<file path="src/rtl/apb_master_nslv.sv">
// Buffered APB master: a command FIFO feeds back-to-back transfers to one of NS slaves.
// Optional ACCESS-phase timeout is compiled in when APB_TIMEOUT_EN is defined.
module apb_master_nslv #(
    parameter int DW = 32,
    parameter int AW = 8,
    parameter int NS = 4,
    parameter int FD = 4,
    parameter int TO = 16,
    localparam int SW   = DW / 8,
    localparam int SB   = (NS > 1) ? $clog2(NS) : 1,
    localparam int CW   = 1 + SW + DW + AW,
    localparam int RW   = 1 + DW,
    localparam int CNTW = $clog2(FD) + 1
) (
    input  logic             pclk,
    input  logic             preset,
    input  logic [CW-1:0]    i_cmd,
    input  logic             i_valid,
    output logic             o_ready,
    output logic [RW-1:0]    o_resp,
    output logic             o_resp_valid,
    output logic             o_busy,
    output logic [CNTW-1:0]  o_fifo_cnt,
    output logic [AW-1:0]    o_paddr,
    output logic             o_pwrite,
    output logic [NS-1:0]    o_psel,
    output logic             o_penable,
    output logic [DW-1:0]    o_pwdata,
    output logic [SW-1:0]    o_pstrb,
    input  logic [NS*DW-1:0] i_prdata,
    input  logic [NS-1:0]    i_pslverr,
    input  logic [NS-1:0]    i_pready
);

    localparam int PW = $clog2(FD);
    localparam logic [SB:0] NS_L = (SB + 1)'(NS);

    if (DW % 8 != 0 || AW <= $clog2(NS) || NS < 1 || NS > 16 ||
        FD < 2 || (FD & (FD - 1)) != 0 || TO < 2) begin : g_param_chk
        $error("apb_master_nslv: illegal parameter set");
    end

    typedef enum logic [1:0] {IDLE, SETUP, ACCESS, ERR} state_t;

    state_t          state_q, state_d;
    logic [CW-1:0]   mem_q [FD];
    logic [PW-1:0]   wptr_q, rptr_q;
    logic [CNTW-1:0] cnt_q;
    logic            push, pop, empty;
    logic [CW-1:0]   head;
    logic [SB-1:0]   head_idx, idx_q;
    logic            head_bad;

    logic [AW-1:0]   paddr_q;
    logic            pwrite_q, penable_q, resp_valid_q;
    logic [DW-1:0]   pwdata_q;
    logic [SW-1:0]   pstrb_q;
    logic [NS-1:0]   psel_q;
    logic [RW-1:0]   resp_q;

    logic            sel_ready, sel_err, tmo_hit, xfer_end;
    logic [DW-1:0]   sel_rdata, rdata_m;

    assign o_ready    = (cnt_q != CNTW'(FD));
    assign empty      = (cnt_q == '0);
    assign push       = i_valid && o_ready;
    assign head       = mem_q[rptr_q];
    assign o_fifo_cnt = cnt_q;
    assign o_busy     = (state_q != IDLE) || !empty;

    if (NS > 1) begin : g_idx
        assign head_idx = head[AW-1 -: SB];
    end else begin : g_idx1
        assign head_idx = '0;
    end
    assign head_bad = ({1'b0, head_idx} >= NS_L);

    // Pointers wrap naturally because FD is a power of two.
    always_ff @(posedge pclk or posedge preset) begin
        if (preset) begin
            wptr_q <= '0;
            rptr_q <= '0;
            cnt_q  <= '0;
        end else begin
            if (push) wptr_q <= wptr_q + 1'b1;
            if (pop)  rptr_q <= rptr_q + 1'b1;
            cnt_q <= cnt_q + CNTW'(push) - CNTW'(pop);
        end
    end

    always_ff @(posedge pclk) begin
        if (push) mem_q[wptr_q] <= i_cmd;
    end

    assign sel_ready = i_pready[idx_q];
    assign sel_err   = i_pslverr[idx_q];
    assign sel_rdata = i_prdata[idx_q*DW +: DW];
    assign rdata_m   = pwrite_q ? '0 : sel_rdata;

`ifdef APB_TIMEOUT_EN
    localparam int TOW = $clog2(TO) + 1;
    logic [TOW-1:0] tmo_q;

    always_ff @(posedge pclk or posedge preset) begin
        if (preset)                tmo_q <= '0;
        else if (state_q != ACCESS) tmo_q <= '0;
        else if (!sel_ready)        tmo_q <= tmo_q + 1'b1;
    end

    // A pready in the final cycle takes priority over the timeout.
    assign tmo_hit = (state_q == ACCESS) && !sel_ready && (tmo_q == TOW'(TO - 1));
`else
    assign tmo_hit = 1'b0;
`endif

    assign xfer_end = (state_q == ERR) || ((state_q == ACCESS) && (sel_ready || tmo_hit));

    always_comb begin
        state_d = state_q;
        pop     = 1'b0;
        case (state_q)
            IDLE: begin
                if (!empty) begin
                    pop     = 1'b1;
                    state_d = head_bad ? ERR : SETUP;
                end
            end
            SETUP: state_d = ACCESS;
            ACCESS, ERR: begin
                if (xfer_end) begin
                    if (!empty) begin
                        pop     = 1'b1;
                        state_d = head_bad ? ERR : SETUP;
                    end else begin
                        state_d = IDLE;
                    end
                end
            end
            default: state_d = IDLE;
        endcase
    end

    always_ff @(posedge pclk or posedge preset) begin
        if (preset) begin
            state_q      <= IDLE;
            idx_q        <= '0;
            paddr_q      <= '0;
            pwrite_q     <= 1'b0;
            pwdata_q     <= '0;
            pstrb_q      <= '0;
            psel_q       <= '0;
            penable_q    <= 1'b0;
            resp_q       <= '0;
            resp_valid_q <= 1'b0;
        end else begin
            state_q      <= state_d;
            resp_valid_q <= xfer_end;
            if (xfer_end) begin
                resp_q <= ((state_q == ACCESS) && sel_ready) ? {sel_err, rdata_m}
                                                             : {1'b1, {DW{1'b0}}};
            end
            if (pop) begin
                idx_q    <= head_idx;
                paddr_q  <= head[AW-1:0];
                pwdata_q <= head[AW +: DW];
                pwrite_q <= head[CW-1];
                pstrb_q  <= head[CW-1] ? head[AW+DW +: SW] : '0;
            end
            if (state_d == SETUP)       psel_q <= NS'(1) << head_idx;
            else if (state_d != ACCESS) psel_q <= '0;
            penable_q <= (state_d == ACCESS);
        end
    end

    assign o_paddr      = paddr_q;
    assign o_pwrite     = pwrite_q;
    assign o_pwdata     = pwdata_q;
    assign o_pstrb      = pstrb_q;
    assign o_psel       = psel_q;
    assign o_penable    = penable_q;
    assign o_resp       = resp_q;
    assign o_resp_valid = resp_valid_q;

endmodule

</file>
<file path="config.mk">
export PLATFORM = sky130hd
export DESIGN_NAME = apb_master_nslv
export DESIGN_NICKNAME = d
export VERILOG_FILES = /design/src/rtl/apb_master_nslv.sv
export SDC_FILE = /design/constraint.sdc
export NUM_CORES = 1
export LEC_CHECK = 0
export BUFFER_PORTS_ARGS = -buffer_cell sky130_fd_sc_hd__buf_2
export CAP_MARGIN = 40
export CORE_MARGIN = 3
export CORE_UTILIZATION = 52
export DETAILED_ROUTE_END_ITERATION = 7
export GPL_ROUTABILITY_DRIVEN = 0
export HOLD_SLACK_MARGIN = 0.05
export PLACE_DENSITY = 0.79
export REMOVE_ABC_BUFFERS = 1
export SETUP_SLACK_MARGIN = 0.2
export SYNTH_ARGS = -nofsm -noshare
export SYNTH_HDL_FRONTEND = slang
export SYNTH_SLANG_ARGS = --single-unit
</file>
<file path="constraint.sdc">
create_clock -name pclk -period 3.7 [get_ports pclk]
set_clock_uncertainty 0.1 [all_clocks]
set_input_delay 0.185 -clock pclk [delete_from_list [all_inputs] [get_ports pclk]]
set_output_delay 0.185 -clock pclk [all_outputs]
set_load 0.05 [all_outputs]
</file>
==> flow_summary.ini <==
[grt]
grt_first_pass_wirelength_um = 40900
globalRouteOverflowTotal = 0
via_count_of_the_first_global_routing_pass = 7622
grt_antenna_before_repair = 2
grt_util_all_layers_pct = 23.6
largest_net_degree_at_the_start_of_global_routing = 55

[setup_path]
path_max_fanout = 7
worstPathArrival_ps = 2980
path_class = reg -> reg
worstSetupEndpointType = flop
worstPathRequired_ps = 4050
cp_cell_sequence = mux4_2, o211ai_4, inv_2, ha_1, inv_1, ha_1, fa_1, xnor2_1, xnor2_1
crit_path_start_kind = flop
timing.critical_path.slowest_stage_cell = sky130_fd_sc_hd__mux4_2
cp-startpoint = idx_q[0]
critPathMaxStageDelay_ps = 600
r2r-start = idx_q[0]

[finish]
final_common_cell = sky130_fd_sc_hd__buf_2
drive_above_1_share_pct = 41.8
layout.nets = 1185
syn_to_final_growth_pct = 34.3
non_filler_cells_in_the_finished_layout = 1289
finish.instance_area_sq_um = 14600
mostFrequentLayoutCells = 272 x sky130_fd_sc_hd__buf_2, 180 x sky130_fd_sc_hd__edfxtp_1, 132 x sky130_fd_sc_hd__nand2_1

[cts]
clk_pin_slew_worst_paths_ps = 60
clock_tree.root_cell = sky130_fd_sc_hd__clkbuf_16
htreeDepth = 1
maximum_clock_path_buffer_count = 3
clock_insertion_delay_worst_skew_ps = 530
cts_buffers = 28
cts_tree = built
cts_num_sinks = 273
cts_resized = 0

[floorplanning]
rows = 52
die_height_um = 150
floorplan.io_pins = 273
die_area_sq_um = 22600
die_w_um = 150
fp.coreArea_sq_um = 20400
initial_utilization_pct = 53.2

[yosys]
synth_top_cell_by_area = sky130_fd_sc_hd__edfxtp_1
synth_cell_type_count = 30
post_synth_inst_count = 602
synth_cell_area_sq_um = 10800
top_cells_by_area_in_the_synthesized_netlist = sky130_fd_sc_hd__edfxtp_1 50%, sky130_fd_sc_hd__dfrtp_1 21%, sky130_fd_sc_hd__mux4_2 16%
ys_dominant_reg_cell = sky130_fd_sc_hd__edfxtp_1
flop_and_latch_count_out_of_synthesis = 273
synth-seq-area-share_pct = 71.4
synth-async-reset-ratio_pct = 34.1
synth_top_area_share_pct = 49.9
yosysWarningCount = 0
synth_edf_count = 180
synth.avg_cell_area_sq_um = 18.0

[place]
detailedPlacementHpwl_um = 16700
area_post_placement_sq_um = 12500
placement.io_buffers = 272
dp_cells = 1123

[power]
power.share.switching_pct = 40.7
max-vdd-ir-drop_mv = 0.754
cell_internal_pwr_w = 0.00795
power.share.clock_pct = 20.6
fin_total_pwr_w = 0.0134
p_leak_nw = 6.13
power.switching_w = 0.00546
share_of_power_burned_in_registers_pct = 36.0
power_density_over_the_cells_nw_per_um2 = 922
combinationalPowerShare_pct = 43.4

[timing]
fmax_ghz = 0.379
rsz0062_at_grt = false
slew_headroom_pct = 46.3
timing.final.hold_violations = 0
timing_worst_slew_pin_value_ps = 806
timing_max_transition_violations_final = 0
timing.final.crit_share_pct = 71.3
fin_crit_ps = 2640
timing.final.setup_violations = 0

[route]
avgRoutedWirePerCell_um = 21.0
viasPerCell = 5.45
detail-route-antenna-nets = 0
initialDrtViolationCount = 450
drcViolationCount = 0
wl_um = 27000
drtPass1Iterations = 5
via_count = 7025

[run]
timing.max_cap.violations = 0

[run_status]
status = completed

[worst_hold_path]
worst_hold_path_type = in -> async
routing by layer:
metal / wire length, um / vias up / global-route usage [%]
met5: 0 / - / 0
met4: 1030 / 0 / 8.14
met1: 9900 / 3520 / 28.4
met3: 1870 / 65 / 3.85
met2: 14200 / 338 / 43.3
li1: - / 3102 / -
stage by stage:
step	setup TNS, ps	setup WS [ps]	utilization (%)	hold slack, ps
6_report	0	1060	71.5	165
5_1_grt	0	883	71.4	166
4_1_cts	0	1050	71.4	143
3_5_place_dp	0	1080	61.4	191
3_3_place_gp	0	1100	61.4	180
2_1_floorplan	-63980	-2030	-	184
synthesized netlist by cell type (2+ instances only):
cell,instances
sky130_fd_sc_hd__edfxtp_1,180
sky130_fd_sc_hd__nand2_1,132
sky130_fd_sc_hd__dfrtp_1,93
sky130_fd_sc_hd__mux4_2,79
sky130_fd_sc_hd__a22o_1,33
sky130_fd_sc_hd__buf_2,14
sky130_fd_sc_hd__clkbuf_1,14
sky130_fd_sc_hd__inv_1,9
sky130_fd_sc_hd__ha_1,6
sky130_fd_sc_hd__xnor2_1,5
sky130_fd_sc_hd__and3_1,4
sky130_fd_sc_hd__nand3_1,4
sky130_fd_sc_hd__buf_4,3
sky130_fd_sc_hd__nor2_1,3
sky130_fd_sc_hd__buf_6,2
sky130_fd_sc_hd__mux2_2,2
sky130_fd_sc_hd__nand2b_1,2
sky130_fd_sc_hd__nor3_1,2
sky130_fd_sc_hd__o21ai_0,2
sky130_fd_sc_hd__o21ai_1,2
sky130_fd_sc_hd__or3_1,2
critical path: cells and delay by family (launching register included):
kind / cells / cell delay, ps
AOI/OAI and AO/OA: 1 / 230
adders and majority gates: 3 / 850
xor gates and xnor gates: 2 / 310
DFF: 1 / 370
muxes: 1 / 600
buffers and inverters: 2 / 80
state kept, by name (all words and copies together), names as in the netlist:
name	count
o_resp_valid	1
wptr_q	2
mem_q	180
idx_q	2
o_paddr	6
state_q	2
rptr_q	2
o_fifo_cnt	3
o_psel	4
o_pwdata	32
o_pstrb	4
o_pwrite	1
o_penable	1
o_resp	33
cell families (layout without fill, tap and decap cells):
family | count (synthesis) | in the layout | share of synthesized area [%]
buf+inv | 44 | 458 | 1.94
simple gates | 152 | 152 | 5.66
xor+xnor | 5 | 5 | 0.404
other cells | 0 | 3 | 0
compound gates | 40 | 40 | 3.13
flops | 273 | 273 | 71.4
fa+ha+maj | 7 | 7 | 0.878
mux | 81 | 81 | 16.6
power by group through the flow:
| stage | logic [W] | registers [W] | clock network [W] |
|---|---|---|---|
| final | 0.00582 | 0.00484 | 0.00276 |
| after global routing | 0.00622 | 0.00495 | 0.00292 |
| after CTS | 0.00584 | 0.00485 | 0.00279 |
| after detailed placement | 0.00548 | 0.00489 | 0 |
| after global placement | 0.00537 | 0.00486 | 0 |
| after floorplan | 0.00227 | 0.00653 | 0 |
cell type report:
type,instances,area [sq um]
multi-input combinational,285,2920
sequential,273,7740
antenna,3,7.51
clock buffer,37,806
fill,1274,5810
inverter,10,40.0
clock inverter,15,124
timing repair buffer,396,2580
tap,270,338
repair_timing:
item                                    in CTS  in global routing
endpoints found under the setup margin       0                  0
buffers inserted                             0                  0
endpoints found under the hold margin      253                  0
hold buffers                               111                  0
path summary, 6_finish.rpt:
kind | end | depth (start not counted) | slack, ps
min in group pclk | o_resp[32] | 4 | 170
max in group asynchronous | idx_q[0] | 4 | 2610
setup reg to reg | o_fifo_cnt[2] | 9 | 1060
setup / recovery | o_fifo_cnt[2] | 9 | 1060
hold / removal | o_resp[11] | 3 | 170
hold reg to reg | o_pwdata[19] | 2 | 370
(Power assumes the default switching activity.)
